### config.mk
export PLATFORM = sky130hd
export DESIGN_NAME = multi_mode_decimator_flat
export DESIGN_NICKNAME = d
export VERILOG_FILES = /design/src/rtl/multi_mode_decimator_if.sv /design/src/rtl/multi_mode_decimator.sv /design/src/flat_wrapper.sv
export SDC_FILE = /design/constraint.sdc
export NUM_CORES = 1
export LEC_CHECK = 0
export ABC_AREA = 0
export CAP_MARGIN = 15
export CORE_MARGIN = 3
export CORE_UTILIZATION = 50
export CTS_BUF_LIST = sky130_fd_sc_hd__clkbuf_2
export DETAILED_ROUTE_END_ITERATION = 7
export PLACE_DENSITY = 0.83
export SYNTH_ARGS = -nofsm -noshare
export SYNTH_HDL_FRONTEND = slang
export SYNTH_SLANG_ARGS = --single-unit
export TNS_END_PERCENT = 100
### constraint.sdc
create_clock -name ad_clk -period 4.3 [get_ports ad_clk]
set_input_delay 0.43 -clock ad_clk [delete_from_list [all_inputs] [get_ports ad_clk]]
set_output_delay 0.43 -clock ad_clk [all_outputs]
set_load 0.02 [all_outputs]
### src/rtl/multi_mode_decimator_if.sv
// Bus between ADC capture and multi_mode_decimator: config, gated samples and decimated results.
interface multi_mode_decimator_if #(
   parameter int DW  = 12,
   parameter int NCH = 2,
   parameter int RW  = 12
);
   logic [RW-1:0]     deci_rate;
   logic [1:0]        mode;
   logic [3:0]        avg_log2;
   logic              restart;
   logic              din_valid;
   logic [NCH*DW-1:0] din;
   logic              dout_valid;
   logic [NCH*DW-1:0] dout;
   logic [NCH*DW-1:0] dout_min;

   modport master (
      output deci_rate, mode, avg_log2, restart, din_valid, din,
      input  dout_valid, dout, dout_min
   );

   modport slave (
      input  deci_rate, mode, avg_log2, restart, din_valid, din,
      output dout_valid, dout, dout_min
   );
endinterface

### src/rtl/multi_mode_decimator.sv
// N-channel block decimator (sample / peak min-max / average) on ad_clk.
// Average mode and its accumulators are built only when DECIM_AVG_EN is defined.
module multi_mode_decimator #(
   parameter int DW  = 12,
   parameter int NCH = 2,
   parameter int RW  = 12
) (
   input  logic ad_clk,
   input  logic rst_n,
   multi_mode_decimator_if.slave bus
);
   // wide enough for both max rate and a 1<<15 average block
   localparam int CW = (RW + 1 > 16) ? RW + 1 : 16;

   logic [RW-1:0] rate_l, rate_e;
   logic [1:0]    mode_l, mode_e;
   logic          first;
   logic [CW-1:0] cnt, last_idx;
   logic          accept, close, first_s, peak_e;
   logic [NCH*DW-1:0] nxt_dout, nxt_dmin;

   // the first edge after reset uses the ports directly, since nothing is latched yet
   assign rate_e  = first ? bus.deci_rate : rate_l;
   assign mode_e  = first ? bus.mode      : mode_l;
   assign peak_e  = (mode_e == 2'd1);
   assign accept  = bus.din_valid && !bus.restart;
   assign first_s = (cnt == '0);
   assign close   = accept && (cnt == last_idx);

`ifdef DECIM_AVG_EN
   logic [3:0] log2_l, log2_e;
   logic       avg_e;
   assign log2_e = first ? bus.avg_log2 : log2_l;
   assign avg_e  = (mode_e == 2'd2);

   always_comb begin
      if (avg_e)
         last_idx = (CW'(1) << log2_e) - CW'(1);
      else
         last_idx = (rate_e == '0) ? '0 : CW'(rate_e) - CW'(1);
   end

   always_ff @(posedge ad_clk or negedge rst_n) begin
      if (!rst_n)
         log2_l <= '0;
      else if (bus.restart || close || first)
         log2_l <= bus.avg_log2;
   end
`else
   logic unused_avg_log2;
   assign unused_avg_log2 = ^bus.avg_log2;

   always_comb begin
      last_idx = (rate_e == '0) ? '0 : CW'(rate_e) - CW'(1);
   end
`endif

   for (genvar c = 0; c < NCH; c++) begin : g_ch
      logic [DW-1:0] s, max_r, min_r, nxt_max, nxt_min, res;

      assign s       = bus.din[c*DW +: DW];
      assign nxt_max = first_s ? s : ((s > max_r) ? s : max_r);
      assign nxt_min = first_s ? s : ((s < min_r) ? s : min_r);

      always_ff @(posedge ad_clk or negedge rst_n) begin
         if (!rst_n) begin
            max_r <= '0;
            min_r <= '0;
         end else if (bus.restart) begin
            max_r <= '0;
            min_r <= '0;
         end else if (accept) begin
            max_r <= nxt_max;
            min_r <= nxt_min;
         end
      end

`ifdef DECIM_AVG_EN
      localparam int AW = DW + 15;
      logic [AW-1:0] acc, nxt_acc, shifted;

      // seeded with the first sample so a stale block never leaks in
      assign nxt_acc = first_s ? AW'(s) : acc + AW'(s);
      assign shifted = nxt_acc >> log2_e;
      assign res     = peak_e ? nxt_max : (avg_e ? shifted[DW-1:0] : s);

      always_ff @(posedge ad_clk or negedge rst_n) begin
         if (!rst_n)
            acc <= '0;
         else if (bus.restart)
            acc <= '0;
         else if (accept)
            acc <= nxt_acc;
      end
`else
      assign res = peak_e ? nxt_max : s;
`endif

      assign nxt_dout[c*DW +: DW] = res;
      assign nxt_dmin[c*DW +: DW] = peak_e ? nxt_min : res;
   end

   always_ff @(posedge ad_clk or negedge rst_n) begin
      if (!rst_n) begin
         first          <= 1'b1;
         cnt            <= '0;
         rate_l         <= '0;
         mode_l         <= '0;
         bus.dout_valid <= 1'b0;
         bus.dout       <= '0;
         bus.dout_min   <= '0;
      end else begin
         first          <= 1'b0;
         bus.dout_valid <= close;
         if (bus.restart || close || first) begin
            rate_l <= bus.deci_rate;
            mode_l <= bus.mode;
         end
         if (bus.restart) begin
            cnt <= '0;
         end else if (close) begin
            cnt          <= '0;
            bus.dout     <= nxt_dout;
            bus.dout_min <= nxt_dmin;
         end else if (accept) begin
            cnt <= cnt + CW'(1);
         end
      end
   end
endmodule
### src/flat_wrapper.sv
// flat-port wrapper written by rule: the top's interface ports become plain ports
module multi_mode_decimator_flat 
#(
   parameter int DW  = 12,
   parameter int NCH = 2,
   parameter int RW  = 12
)
  (ad_clk, rst_n, bus_deci_rate, bus_mode, bus_avg_log2, bus_restart, bus_din_valid, bus_din, bus_dout_valid, bus_dout, bus_dout_min);
  multi_mode_decimator_if #(.DW(DW), .NCH(NCH), .RW(RW)) bus_i ();
  input  logic ad_clk;
  input  logic rst_n;
  input wire logic [$bits(bus_i.deci_rate)-1:0] bus_deci_rate;
  input wire logic [$bits(bus_i.mode)-1:0] bus_mode;
  input wire logic [$bits(bus_i.avg_log2)-1:0] bus_avg_log2;
  input wire logic [$bits(bus_i.restart)-1:0] bus_restart;
  input wire logic [$bits(bus_i.din_valid)-1:0] bus_din_valid;
  input wire logic [$bits(bus_i.din)-1:0] bus_din;
  output wire logic [$bits(bus_i.dout_valid)-1:0] bus_dout_valid;
  output wire logic [$bits(bus_i.dout)-1:0] bus_dout;
  output wire logic [$bits(bus_i.dout_min)-1:0] bus_dout_min;
  assign bus_i.deci_rate = bus_deci_rate;
  assign bus_i.mode = bus_mode;
  assign bus_i.avg_log2 = bus_avg_log2;
  assign bus_i.restart = bus_restart;
  assign bus_i.din_valid = bus_din_valid;
  assign bus_i.din = bus_din;
  assign bus_dout_valid = bus_i.dout_valid;
  assign bus_dout = bus_i.dout;
  assign bus_dout_min = bus_i.dout_min;
  multi_mode_decimator #(.DW(DW), .NCH(NCH), .RW(RW)) u_core (.ad_clk(ad_clk), .rst_n(rst_n), .bus(bus_i));
endmodule
Word level (Yosys, flattened, before mapping). Index checks and enable logic that the tools add are counted. Widths: inputs -> output; s select.

Register bits: 128. Bits of input ports: 46. Output and inout port bits: 49. Word-level logic and storage cells: 56.

$add $sub $neg: 2. Order comparisons: 4. Eq/ne operators: 2. Muxes and demuxes: 26. Bitwise logic cells: 1. Reductions and logical operators: 10.

Operator list (number): $mux 12 (21); $mux 16 (4); $gt 12x12->1 (2); $lt 12x12->1 (2); $add 16x1->16 const B (1); $eq 16x16->1 (1); $logic_not 16->1 (1); $sub 12x1->13 const B (1); $logic_not 12->1 (1); $reduce_bool 3->1 (1); $eq 2x1->1 const B (1); $logic_and 1x1->1 (2); $logic_or 1x1->1 (2); $mux 2 (1); $reduce_and 2->1 (1); $reduce_bool 2->1 (1); $logic_not 1->1 (1); $not 1->1 (1).

Logic depth before layout (Yosys ltp).
Word-level depth: 7. Gate-level depth with buffers: 14.

Worst setup path after synthesis. No wires, ideal clock.

Kind: flip-flop to flip-flop. From: register u_core.first. To: register u_core.bus.dout[11]. Library setup time: 0.128 ns. Arrival: 4.435 ns. Data required time: 4.172 ns. Setup slack: -0.262 ns. Cell stages (with the launch flop): 15. Path buffers: 4. Clock period less this slack: 4.562 ns. Cells stage by stage: dfstp_2 -> clkbuf_1 -> buf_2 -> buf_1 -> mux2i_1 -> ha_1 -> nor4bb_1 -> o22ai_1 -> o31a_1 -> or2_2 -> mux2i_1 -> o32ai_1 -> nor4_4 -> buf_6 -> mux2_1.

Word-level cells in the longest chain between the ends: 6.

Ends and longest elaborated chain: start: declaration (line multi_mode_decimator.sv:17) `logic first;`; start signal: assignment (line multi_mode_decimator.sv:105) `first <= 1'b1;`; start signal: assignment (line multi_mode_decimator.sv:113) `first <= 1'b0;`; $mux 12 (line multi_mode_decimator.sv:23) `assign rate_e = first ? bus.deci_rate : rate_l;`; $sub 12x1->13 or $logic_not 12->1 (tied branches) (line multi_mode_decimator.sv:54) `last_idx = (rate_e == '0) ? '0 : CW'(rate_e) - CW'(1);`; $mux 16 (line multi_mode_decimator.sv:54); $eq 16x16->1 (line multi_mode_decimator.sv:28) `assign close = accept && (cnt == last_idx);`; $logic_and 1x1->1 (line multi_mode_decimator.sv:28); $reduce_and 2->1 (no line); end signal: assignment (line multi_mode_decimator.sv:123) `bus.dout <= nxt_dout;`; end: declaration (line multi_mode_decimator_if.sv:24) `output dout_valid, dout, dout_min`.

Several ways; a longest one is shown, not always the timed one. A chain may end at the register's enable or synchronous reset.

Worst setup path after layout.
From: register u_core.first. To: register u_core.bus.dout[1].

The elaborated chain is that of the path after synthesis.

==> results.cfg <==
[yosys]
yosysMostFrequentCell = dfrtp_1
ys_types = 61
seq_area_frac_synth_pct = 40.5
synth_area_leader_cell = dfrtp_1
avgSynthCellArea_sq_um = 11.0
syn-instance-count = 721
ys_top_cells_by_count = 127 x dfrtp_1, 68 x mux2_2, 68 x nor2_1
syn_area_sq_um = 7910
ys_ff_latch = 128
synth_edf_count = 0
ys.warnings.count = 0
synth_top_area_share_pct = 40.2
synth_nets = 817
synthArstFlopShare_pct = 100
synth_area_leaders = dfrtp_1 40%, mux2_2 9.7%, ha_1 7.9%
synth-main-ff-cell = dfrtp_1

[floorplanning]
fp.dieW_um = 132
io-pin-count = 95
core_sq_um = 15300
dieHeight_um = 132
fp.dieArea_sq_um = 17400
initial_core_util_pct = 51.6
num_rows = 45

[worst_setup_path]
arrival_ns = 4.61
crit_start = u_core.first
worstSetupPathDepth = 13
path_cells = mux2_2, inv_1, ha_1, nor4bb_2, o22ai_1, o31a_1, or2_2, mux2i_1, o32ai_1, nor4_4, buf_4, buf_12, mux2_2
crit_required_ns = 4.88
criticalPathCategory = reg -> reg
crit_end = u_core.bus.dout[1]
cp-end-kind = register
max_stage_delay_ns = 0.65
worst-path-buf-inv = 3
critPathTopFamily = simple AND/OR/NAND/NOR gates
r2r-start = u_core.first
r2r_slack_ns = 0.27
critPathMostFrequentCell = mux2_2
worst_setup_path_start_kind = register
cp_max_fo = 19
reg2regPathDepth = 13
r2r_end = u_core.bus.dout[1]
cpMaxStageDelayCell = dfstp_2

[clock_network]
cts.sinks = 128
htreeDepth = 4
cts_buffers = 17
cts_buffer_depth = 2
clock-root-buffer = clkbuf_2
cts_setup_buffers = 0
clkTransAtPathRegs_ns = 0.21
tritoncts = yes
clk_latency_ns = 0.70

[cells_and_area]
syn2layout_area_growth_pct = 18.5
stdcell_count = 1042
design_area_sq_um = 9370
layout.nets = 913
drive_gt1_share_pct = 20.2

[timing]
skew_ns = 0.0331
worst_pin_slew_ns = 0.898
fmax_mhz = 248
period_share_pct = 93.7
slew_violations = 0
setup_viol = 0
min_period_ns = 4.03
hold_viol = 0
setup_tns_ns = 0
max_slew_margin_pct = 39.9

[routing]
routed_wl_um = 17400
ant_nets = 0
drc_errors = 0
dr.pass1.iters = 5
post_drt_wl_per_cell_um = 16.7
vias = 5778
initialDrtViolationCount = 328
vias_per_cell = 5.55

[place]
portBuffers = 90
place_area_sq_um = 9100
gp_congestion = 0.840
dp.final_hpwl_um = 12200
dp_cells = 1008

[power_and_ir_drop]
p_leak_nw = 4.16
ir_worst_vdd_v = 0.000137
p_per_area_nw_per_um2 = 275

[min_path]
hp-start = bus_deci_rate[10]
hp-class = in -> reg

[global_routing]
grt-ovfl-total = 0
grtUsageTotal_pct = 20.6
grt_pass1_wl_um = 29600
grt_pass1_vias = 5999
grt_max_degree = 67
antenna_found_initial = 1

[job]
timing.max_cap.violations = 0

[status]
status = completed
-- layout by cell type, fill, tap and decap left out, drive strengths merged, types with 9 or more instances in the layout --
cell type,Yosys,layout
clkdlybuf4s50,0,88
mux2,113,113
xnor2,17,17
dfrtp,127,127
ha,50,50
o21ai,10,10
a21o,13,13
buf,10,21
nor2,68,68
nand4,14,14
inv,57,57
nor3,34,34
a21oi,10,10
nand2,15,15
xor2,10,10
a22o,11,11
o21a,9,9
clkbuf,23,19
mux2i,51,51
-- area by class of cell --
class,count,area (sq um)
inverters,57,214
diodes,1,2.50
repair buffers,110,1100
flip-flops and latches,128,3200
clock inverters,13,145
fillers,1257,5940
well taps,211,264
clock buffers,19,95.1
multi-input cells,503,4350
-- flip-flops by register name (all words and copies together), names as in the netlist --
signal                 flops
u_core.first               1
u_core.bus.dout_valid      1
u_core.bus.dout_min       24
u_core.cnt                16
u_core.g_ch.max_r         24
u_core.g_ch.min_r         24
u_core.mode_l              2
u_core.bus.dout           24
u_core.rate_l             12
-- per-stage QoR --
stage                     util, %  setup WS (ns)  total power, W  hold WS, ns
after floorplan                 -         0.0178         0.00164        0.134
after global placement       59.4         0.0757         0.00180        0.468
after detailed placement     59.4        -0.0280         0.00182        0.476
after CTS                    61.1          0.135         0.00260        0.247
after global routing         61.2       -0.00915         0.00272        0.286
final                        61.2          0.273         0.00258        0.312
-- layer usage --
metal / wire, um / vias to the layer above / GRT usage, % / part of all wire [%]
met5: 0 / - / 0 / 0
met4: 280 / 0 / 6.48 / 1.6
met3: 748 / 24 / 4.43 / 4.3
met2: 8390 / 122 / 33.6 / 48
met1: 7940 / 2857 / 27.5 / 46
li1: - / 2775 / - / -
-- kinds of logic (layout without fill, tap and decap cells) --
kind of cell	Yosys count	in the layout	synth area share [%]
xor+xnor	27	27	2.99
flops	128	128	40.5
other cells	1	2	0.0474
mux	164	164	24.3
simple gates	176	176	11.3
compound gates	85	85	8.13
buf+inv	90	199	4.80
fa+ha+maj	50	50	7.91
-- worst min path at each step --
| stage | end | cells past startpoint |
|---|---|---|
| after global routing | u_core.rate_l[10] | 3 |
| after CTS | u_core.rate_l[10] | 3 |
| after detailed placement | u_core.bus.dout_min[18] | 1 |
| final | u_core.rate_l[10] | 3 |
| after floorplan | u_core.bus.dout[0] | 0 |
| after global placement | u_core.bus.dout_min[21] | 1 |
-- power breakdown --
part | leakage (nW) | switching (W) | internal (W)
clock network | 0.136 | 0.000456 | 0.000318
logic | 2.30 | 0.000265 | 0.000236
registers | 1.72 | 0.0000463 | 0.00126
total | 4.16 | 0.000767 | 0.00181
-- repair_timing --
| item | CTS | global route |
|---|---|---|
| hold buffers | 1 | 0 |
| resized for setup | 0 | 3 |
| setup endpoints to repair | 0 | 41 |
| endpoints found under the hold margin | 63 | 0 |
-- worst reg2reg max path, cell delays in order (launching register included) --
cell	delay, ns
dfstp_2	0.65
mux2_2	0.38
inv_1	0.09
ha_1	0.20
nor4bb_2	0.34
o22ai_1	0.25
o31a_1	0.34
or2_2	0.30
mux2i_1	0.15
o32ai_1	0.21
nor4_4	0.32
buf_4	0.18
buf_12	0.18
mux2_2	0.37
Note: power is estimated with default switching activity, not from simulation.
